--- src/rtl/seq_det_ctrl.sv ---
// seq_det_ctrl: programmable frame-based serial pattern detector.
// Software loads a pattern, a pattern length and a frame length, then pulses
// start. The block scans exactly cfg_nbits valid bits, counts overlapping
// matches with a saturating counter, and pulses done at the end of the frame.
module seq_det_ctrl #(
  parameter  int PAT_W  = 8,
  parameter  int LEN_W  = 16,
  parameter  int CNT_W  = 8,
  localparam int PLEN_W = $clog2(PAT_W) + 1
) (
  input  logic              clk,
  input  logic              rst,
  input  logic              cfg_we,
  input  logic [PAT_W-1:0]  cfg_pattern,
  input  logic [PLEN_W-1:0] cfg_plen,
  input  logic [LEN_W-1:0]  cfg_nbits,
  input  logic              start,
  input  logic              x,
  input  logic              x_valid,
  output logic              busy,
  output logic              match,
  output logic [CNT_W-1:0]  match_cnt,
  output logic              overflow,
  output logic              done,
  output logic              cfg_err
);

  typedef enum logic [1:0] {
    S_IDLE,
    S_RUN,
    S_DONE
  } state_t;

  state_t             state_q, state_d;
  logic [PAT_W-1:0]   pat_q, pat_d;
  logic [PLEN_W-1:0]  plen_q, plen_d;
  logic [LEN_W-1:0]   nbits_q, nbits_d;
  logic [PAT_W-1:0]   hist_q, hist_d;
  logic [PLEN_W-1:0]  fill_q, fill_d;
  logic [LEN_W-1:0]   bitcnt_q, bitcnt_d;
  logic [CNT_W-1:0]   cnt_q, cnt_d;
  logic               ovf_q, ovf_d;
  logic               match_q, match_d;
  logic               done_q, done_d;
  logic               err_q, err_d;

  // Values a start in this cycle must use: a simultaneous cfg_we wins.
  logic [PLEN_W-1:0]  plen_eff;
  logic [LEN_W-1:0]   nbits_eff;
  logic               cfg_legal;

  // Shifted history, saturating fill and the match decision for a valid bit.
  logic [PAT_W-1:0]   hist_new;
  logic [PLEN_W-1:0]  fill_new;
  logic [PAT_W-1:0]   pat_mask;
  logic               hit;

  assign plen_eff  = cfg_we ? cfg_plen  : plen_q;
  assign nbits_eff = cfg_we ? cfg_nbits : nbits_q;
  assign cfg_legal = (plen_eff != '0) && (plen_eff <= PLEN_W'(PAT_W)) && (nbits_eff != '0);

  assign hist_new = {hist_q[PAT_W-2:0], x};
  assign fill_new = (fill_q == PLEN_W'(PAT_W)) ? fill_q : fill_q + PLEN_W'(1);

  // Mask selecting the low plen bits of history/pattern for comparison.
  always_comb begin
    // NOTE: every signal written in always_comb gets a default first, otherwise a latch is inferred.
    pat_mask = '0;
    for (int i = 0; i < PAT_W; i++) begin
      pat_mask[i] = (i < int'(plen_q));
    end
  end

  assign hit = (((hist_new ^ pat_q) & pat_mask) == '0) && (fill_new >= plen_q);

  // Next-state and next-output logic of the IDLE/RUN/DONE controller.
  always_comb begin
    state_d  = state_q;
    pat_d    = pat_q;
    plen_d   = plen_q;
    nbits_d  = nbits_q;
    hist_d   = hist_q;
    fill_d   = fill_q;
    bitcnt_d = bitcnt_q;
    cnt_d    = cnt_q;
    ovf_d    = ovf_q;
    match_d  = 1'b0;
    done_d   = 1'b0;
    err_d    = 1'b0;

    unique case (state_q)
      S_IDLE: begin
        if (cfg_we) begin
          pat_d   = cfg_pattern;
          plen_d  = cfg_plen;
          nbits_d = cfg_nbits;
        end
        if (start) begin
          if (cfg_legal) begin
            state_d  = S_RUN;
            hist_d   = '0;
            fill_d   = '0;
            bitcnt_d = '0;
            cnt_d    = '0;
            ovf_d    = 1'b0;
          end else begin
            err_d = 1'b1;
          end
        end
      end

      S_RUN: begin
        if (x_valid) begin
          hist_d   = hist_new;
          fill_d   = fill_new;
          bitcnt_d = bitcnt_q + LEN_W'(1);
          if (hit) begin
            match_d = 1'b1;
            if (cnt_q == '1) begin
              ovf_d = 1'b1;
            end else begin
              cnt_d = cnt_q + CNT_W'(1);
            end
          end
          if (bitcnt_d == nbits_q) begin
            state_d = S_DONE;
            done_d  = 1'b1;
          end
        end
      end

      S_DONE: begin
        state_d = S_IDLE;
      end

      default: begin
        state_d = S_IDLE;
      end
    endcase
  end

  // Controller state, shadow config, datapath and registered outputs.
  always_ff @(posedge clk or posedge rst) begin
    if (rst) begin
      state_q  <= S_IDLE;
      pat_q    <= '0;
      plen_q   <= '0;
      nbits_q  <= '0;
      hist_q   <= '0;
      fill_q   <= '0;
      bitcnt_q <= '0;
      cnt_q    <= '0;
      ovf_q    <= 1'b0;
      match_q  <= 1'b0;
      done_q   <= 1'b0;
      err_q    <= 1'b0;
    end else begin
      // NOTE: sequential state uses non-blocking assignments so every flop samples pre-edge values.
      state_q  <= state_d;
      pat_q    <= pat_d;
      plen_q   <= plen_d;
      nbits_q  <= nbits_d;
      hist_q   <= hist_d;
      fill_q   <= fill_d;
      bitcnt_q <= bitcnt_d;
      cnt_q    <= cnt_d;
      ovf_q    <= ovf_d;
      match_q  <= match_d;
      done_q   <= done_d;
      err_q    <= err_d;
    end
  end

  assign busy      = (state_q != S_IDLE);
  assign match     = match_q;
  assign match_cnt = cnt_q;
  assign overflow  = ovf_q;
  assign done      = done_q;
  assign cfg_err   = err_q;

endmodule
--- config.mk ---
export PLATFORM = sky130hd
export DESIGN_NAME = seq_det_ctrl
export DESIGN_NICKNAME = d
export VERILOG_FILES = /design/src/rtl/seq_det_ctrl.sv
export SDC_FILE = /design/constraint.sdc
export NUM_CORES = 1
export LEC_CHECK = 0
export ABC_AREA = 1
export BUFFER_PORTS_ARGS = -buffer_cell sky130_fd_sc_hd__buf_4
export CAP_MARGIN = 30
export CORE_ASPECT_RATIO = 0.75
export CORE_MARGIN = 2
export CORE_UTILIZATION = 59
export CTS_CLUSTER_SIZE = 16
export DETAILED_ROUTE_END_ITERATION = 12
export PLACE_DENSITY = 0.82
export SLEW_MARGIN = 25
export SYNTH_ARGS = -nofsm -noshare
export SYNTH_HDL_FRONTEND = slang
export SYNTH_SLANG_ARGS = --single-unit
--- constraint.sdc ---
create_clock -name clk -period 3 [get_ports clk]
set_input_delay 0.15 -clock clk [delete_from_list [all_inputs] [get_ports clk]]
set_output_delay 0.15 -clock clk [all_outputs]
set_load 0.005 [all_outputs]
## After elaboration in Yosys (flattened, before gate mapping)

Cells that the tools add are included.

- Flip-flop bits (word level): 69
- Bits in read-only memories: 0
- Bits in latches: 0
- Memory bits (writable): 0
- Logic and storage cells: 91
- Memories kept: 0

- Mux-type cells: 39
- Reduce and logical (&&, ||, !) cells: 14
- Div/mod/pow operators: 0
- Bitwise gates (word level): 2
- Add/subtract/negate cells: 3
- Shifts and indexed selects: 0
- $mul: 0
- Equal/unequal tests: 11
- Magnitude comparators: 10

Operators by type and width:

| operator | number |
|---|---|
| 2-to-1 mux 16 bit | 4 |
| 2-to-1 mux 8 bit | 5 |
| one-hot mux 16 bit (2 select lines) | 1 |
| 2-to-1 mux 4 bit | 5 |
| adder 16 x 1 -> 16 bit, second input constant | 1 |
| equality test 16 bit | 1 |
| < comparator 3 x 4 -> 1 bit, first input constant | 4 |
| one-hot mux 8 bit (2 select lines) | 1 |
| nonzero test 16 bit | 1 |
| 2-to-1 mux 1 bit | 14 |
| inequality test 2 bit, second input constant | 7 |
| one-hot mux 7 bit (2 select lines) | 1 |
| AND reduction 6 bit | 2 |
| adder 8 x 1 -> 8 bit, second input constant | 1 |
| bitwise AND 8 bit | 1 |
| equality test 8 bit, second input constant | 1 |
| logical NOT 8 bit | 1 |
| < comparator 1 x 4 -> 1 bit, first input constant | 2 |
| < comparator 2 x 4 -> 1 bit, first input constant | 2 |
| 2-to-1 mux 2 bit | 4 |
| one-hot mux 4 bit (2 select lines) | 1 |
| AND reduction 4 bit | 2 |
| XOR 8 bit | 1 |
| 2-to-1 mux 7 bit | 1 |
| 12 further kinds | 15 |

## Depth between registers and ports, before layout

- Depth after elaboration: 7
- Gate-level depth with buffers: 16
- Gate-level depth less buffers: 15

## Worst setup path after synthesis

OpenSTA, ideal clock, no wires.

- Kind: flip-flop to flip-flop
- Start point: register fill_q[0]
- End point: register cnt_q[0], in the netlist match_cnt[0]
- Cell stages (with the launch flop): 15
- Setup time: 0.121 ns
- Clock period less this slack: 2.089 ns
- Slack: 0.911 ns
- Arrival: 1.968 ns
- Path buffers: 1
- Cell sequence: dfrtp_1 > inv_1 > ha_1 > nand3_1 > nand2_1 > inv_1 > ha_1 > nand2_1 > o211ai_1 > nand3_1 > nand2_1 > nand4_4 > buf_4 > nand2_1 > o21ai_1

- Cells in the longest elaborated chain, start to end: 6
- Elaborated cells between the ends (all ways): 7
- Classes of those cells: add/sub: 1; order compare: 1; eq/ne: 2; mux: 1; reduce/logical: 2

Ends and longest elaborated chain:

| element | RTL line | source |
|---|---|---|
| start: declaration | 39 | `logic [PLEN_W-1:0] fill_q, fill_d;` |
| start signal: assignment | 164 | `fill_q <= fill_d;` |
| adder 4 x 1 -> 4 bit / equality test 4 bit (equally long branches) | 63 | `assign fill_new = (fill_q == PLEN_W'(PAT_W)) ? fill_q : fill_q + PLEN_W'(1);` |
| 2-to-1 mux 4 bit * | 63 |  |
| >= comparator 4 bit * | 74 | `assign hit = (((hist_new ^ pat_q) & pat_mask) == '0) && (fill_new >= plen_q);` |
| logical AND 1 bit * | 74 |  |
| inequality test 2 bit (no line) * | n/a |  |
| AND reduction 6 bit (no line) * | n/a |  |
| end signal: assignment | 166 | `cnt_q <= cnt_d;` |
| end: declaration | 41 | `logic [CNT_W-1:0] cnt_q, cnt_d;` |

Every way passes the cells marked *; elsewhere a longest branch is shown, timed or not.
A chain may end at the register's enable or synchronous reset.

## Final worst setup path

- Start point: register fill_q[0]
- End point: register cnt_q[4], in the netlist match_cnt[4]

The elaborated chain is that of the path after synthesis.

==> run_results.csv <==
group,metric,value,unit
die,row_count,26,
logic_synthesis,synth.area.top_cells,"sky130_fd_sc_hd__dfrtp_1, sky130_fd_sc_hd__nand2_1, sky130_fd_sc_hd__inv_1",
job,cap_violations,0,
die,core-area,6864,sq um
power_and_ir_drop,powerDensity,822.6,nW/um^2
sta,ratio_of_final_minimum_period_to_clock_period,0.7936,
die,fp.dieH,77.15,um
die,initial_utilization,0.6132,
worst_setup_path,end_kind,"flop",
worst_setup_path,cpLargestDelayFamily,"simple AND/OR/NAND/NOR gates",
sta,slew_violations,0,
clock_tree,cts-root-buf,"sky130_fd_sc_hd__clkbuf_8",
route,viasPerCell,5.448,
worst_setup_path,critical_path.slowest_cell,"sky130_fd_sc_hd__dfrtp_1",
worst_setup_path,cell_type_with_the_highest_occurrence_count_on_the_critical_path,"sky130_fd_sc_hd__nand2_1",
global_routing,grtUsageTotal,0.2724,
clock_tree,clock_tree_from_tritoncts,"yes",
sta,finalWorstPathRequiredPeriod,2.381,ns
clock_tree,ctsLongestPathBuffers,2,
final_layout,n_antenna_cell,0,
worst_setup_path,worstSetupStartpointType,"flop",
clock_tree,worstSkewPairLatency,0.35,ns
sta,rsz0062_at_grt,"false",
logic_synthesis,mappedNetlistArea,4209,sq um
sta,finalClockSkew,0.007260,ns
worst_setup_path,crit_required,3.24,ns
route,detailedRoute.firstIterationViolations,299,
placement,place_congestion,1.008,
logic_synthesis,synth_cells,547,
route,detail_route.wirelength.met1,4344,um
route,highest_layer,"met4",
sta,worstMarginPinSlew,0.6215,ns
power_and_ir_drop,overall_power_of_the_completed_layout,0.003949,W
logic_synthesis,synth_edf_count,0,
sta,fmax,0.4200,GHz
route,routed_wl,9657,um
logic_synthesis,synth_largest_type_area_fraction,0.4102,
final_layout,drive_gt1_frac,0.1636,
logic_synthesis,yosys.area.top_type,"sky130_fd_sc_hd__dfrtp_1",
placement,buffer_ports.inserted,46,
worst_setup_path,crit_path_max_incr_delay,0.40,ns
final_layout,area_growth_syn_to_layout,14.06,%
logic_synthesis,synth_top_flop_cell,"sky130_fd_sc_hd__dfrtp_1",
worst_hold_path,hp-class,"in -> reg",
logic_synthesis,syn_avg_cell_area,7.695,sq um
die,die_area,7833,sq um
clock_tree,numClockSinks,69,
route,drt-wirelength-per-cell,13.86,um
final_layout,num-nets-final,636,
global_routing,number_of_global_route_vias_before_repair,3664,
route,num_vias,3797,
global_routing,first_pass_grt_wire_length,16720,um
logic_synthesis,synth_most_common_cell,"sky130_fd_sc_hd__nand2_1",
die,dieWidth,101.5,um
placement,post-dp-hpwl,7139,um
worst_setup_path,crit_fanout,16,
worst_setup_path,cp_cell_sequence,"inv_1 -> ha_1 -> nand3_1 -> nand2_1 -> inv_1 -> ha_1 -> nand2_1 -> o211ai_1 -> nand3_1 -> nand2_1 -> nand4_4 -> nand2_1 -> o21ai_1",
global_routing,grt_overflow,0,
worst_setup_path,timing.critical_path.arrival,2.62,ns
clock_tree,clkTransAtPathRegs,0.08,ns
route,antenna_left,0,
logic_synthesis,synth_sequential_area_ratio,0.4102,
power_and_ir_drop,ir_worst_vdd,0.4853,mV
logic_synthesis,synth.lib_cells_used.distinct,37,
sta,setup-tns-final,0,ns
sta,finalSetupViolCount,0,
worst_setup_path,critical_path_class,"reg -> reg",
logic_synthesis,async_flop_share,1.000,
route,met2_wirelength,4530,um
sta,timing.max_slew.rel_slack,0.5847,
worst_setup_path,path_buf_inv,2,
die,boundaryPins,47,
route,met3_routed_length,656,um
global_routing,grt_antenna_before_repair,0,
logic_synthesis,synth.top_cells.by_count,"sky130_fd_sc_hd__nand2_1, sky130_fd_sc_hd__inv_1, sky130_fd_sc_hd__dfrtp_1, sky130_fd_sc_hd__nor2_1, sky130_fd_sc_hd__nand3_1",
route,drt_pass1_iterations,5,
power_and_ir_drop,power_leakage,2.366,nW
placement,dp_slack,0.6668,ns
route,drcViolationCount,0,
logic_synthesis,synthesis.nets,589,
sta,hold_viol,0,
global_routing,maximum_number_of_pins_on_one_net_before_global_route_repair,34,
sta,setup_slack,0.6192,ns
logic_synthesis,ys_warn_count,0,
outcome,outcome,"completed",
clock_tree,h-tree-depth,3,
logic_synthesis,synth.ff_latch_count,69,
clock_tree,numCtsBuffers,9,
==> layout by cell type (no fill, tap or decap), types with 5 or more instances in the layout <==
| cell type | instances |
|---|---|
| sky130_fd_sc_hd__nand4_1 | 10 |
| sky130_fd_sc_hd__nand2_1 | 113 |
| sky130_fd_sc_hd__clkbuf_8 | 9 |
| sky130_fd_sc_hd__nor2_2 | 6 |
| sky130_fd_sc_hd__mux2_2 | 8 |
| sky130_fd_sc_hd__dfrtp_1 | 69 |
| sky130_fd_sc_hd__o21ai_0 | 29 |
| sky130_fd_sc_hd__ha_1 | 8 |
| sky130_fd_sc_hd__a21oi_1 | 27 |
| sky130_fd_sc_hd__nor2_1 | 59 |
| sky130_fd_sc_hd__buf_4 | 50 |
| sky130_fd_sc_hd__nand3_1 | 45 |
| sky130_fd_sc_hd__inv_1 | 72 |
| sky130_fd_sc_hd__o21ai_1 | 22 |
| sky130_fd_sc_hd__or2_2 | 5 |
| sky130_fd_sc_hd__xor2_1 | 15 |
| sky130_fd_sc_hd__o22ai_1 | 9 |
==> cell families after synthesis <==
kind of cell               Yosys count  synth area share
adders and majority gates            8           0.02378
buffers and inverters               91           0.09334
and+or+nand+nor                    254            0.2750
AOI/OAI and AO/OA                   96            0.1228
muxes                                8           0.02140
DFF                                 69            0.4102
xor gates and xnor gates            21           0.05351
==> worst reg2reg max path: cells and delay by family (launching register included) <==
kind / cells / cell delay (ns)
compound gates: 2 / 0.23
buf+inv: 2 / 0.17
simple gates: 7 / 1.00
flops: 1 / 0.40
fa+ha+maj: 2 / 0.46
==> final timing paths <==
path | startpoint | to | slack [ns] | cells past startpoint
setup / recovery | fill_q[0] | match_cnt[4] | 0.62 | 13
hold / removal | cfg_pattern[0] | pat_q[0] | 0.03 | 2
setup reg to reg | fill_q[0] | match_cnt[4] | 0.62 | 13
hold reg to reg | overflow | overflow | 0.51 | 2
max in group asynchronous | rst | nbits_q[11] | 1.92 | 4
min in group asynchronous | rst | match_cnt[7] | 0.38 | 3
==> routing by layer <==
metal	track usage	vias to the layer above
met5	0	-
met4	0.06892	0
met3	0.08022	16
met2	0.4230	130
met1	0.3743	1776
li1	-	1875
==> per-stage QoR <==
stage,cells,hold slack (ns),util,cell area [sq um]
floorplan,547,0.2562,-,4209
global placement,680,0.2050,0.6701,4599
detailed placement,680,0.2094,0.6701,4599
CTS,697,0.02206,0.6994,4801
global route,697,0.01225,0.6994,4801
finish,697,0.02793,0.6994,4801
==> state kept, by name, summed over array words and instances, names as in the netlist <==
register	cells
bitcnt_q	16
cfg_err	1
done	1
fill_q	4
hist_q	7
match	1
match_cnt	8
nbits_q	16
overflow	1
pat_q	8
plen_q	4
state_q	2
==> power breakdown <==
group	total, W	switching (W)	internal, W
logic	0.00165	0.000973	0.000676
clock network	0.000746	0.000364	0.000382
registers	0.00155	0.000291	0.00126
==> cell type report <==
cell class / instances / area (sq um)
Fill cell: 584 / 2063
Sequential cell: 69 / 1727
Timing Repair Buffer: 51 / 385.4
Clock buffer: 10 / 127.6
Inverter: 76 / 285.3
Clock inverter: 6 / 63.81
Multi-Input combinational cell: 387 / 2090
Tap cell: 98 / 122.6
==> repair_timing <==
action | CTS | global route
resized for setup | 0 | 0
endpoints found under the hold margin | 21 | 0
hold buffers | 1 | 0
buffers inserted | 0 | 0
(Power assumes the default switching activity.)
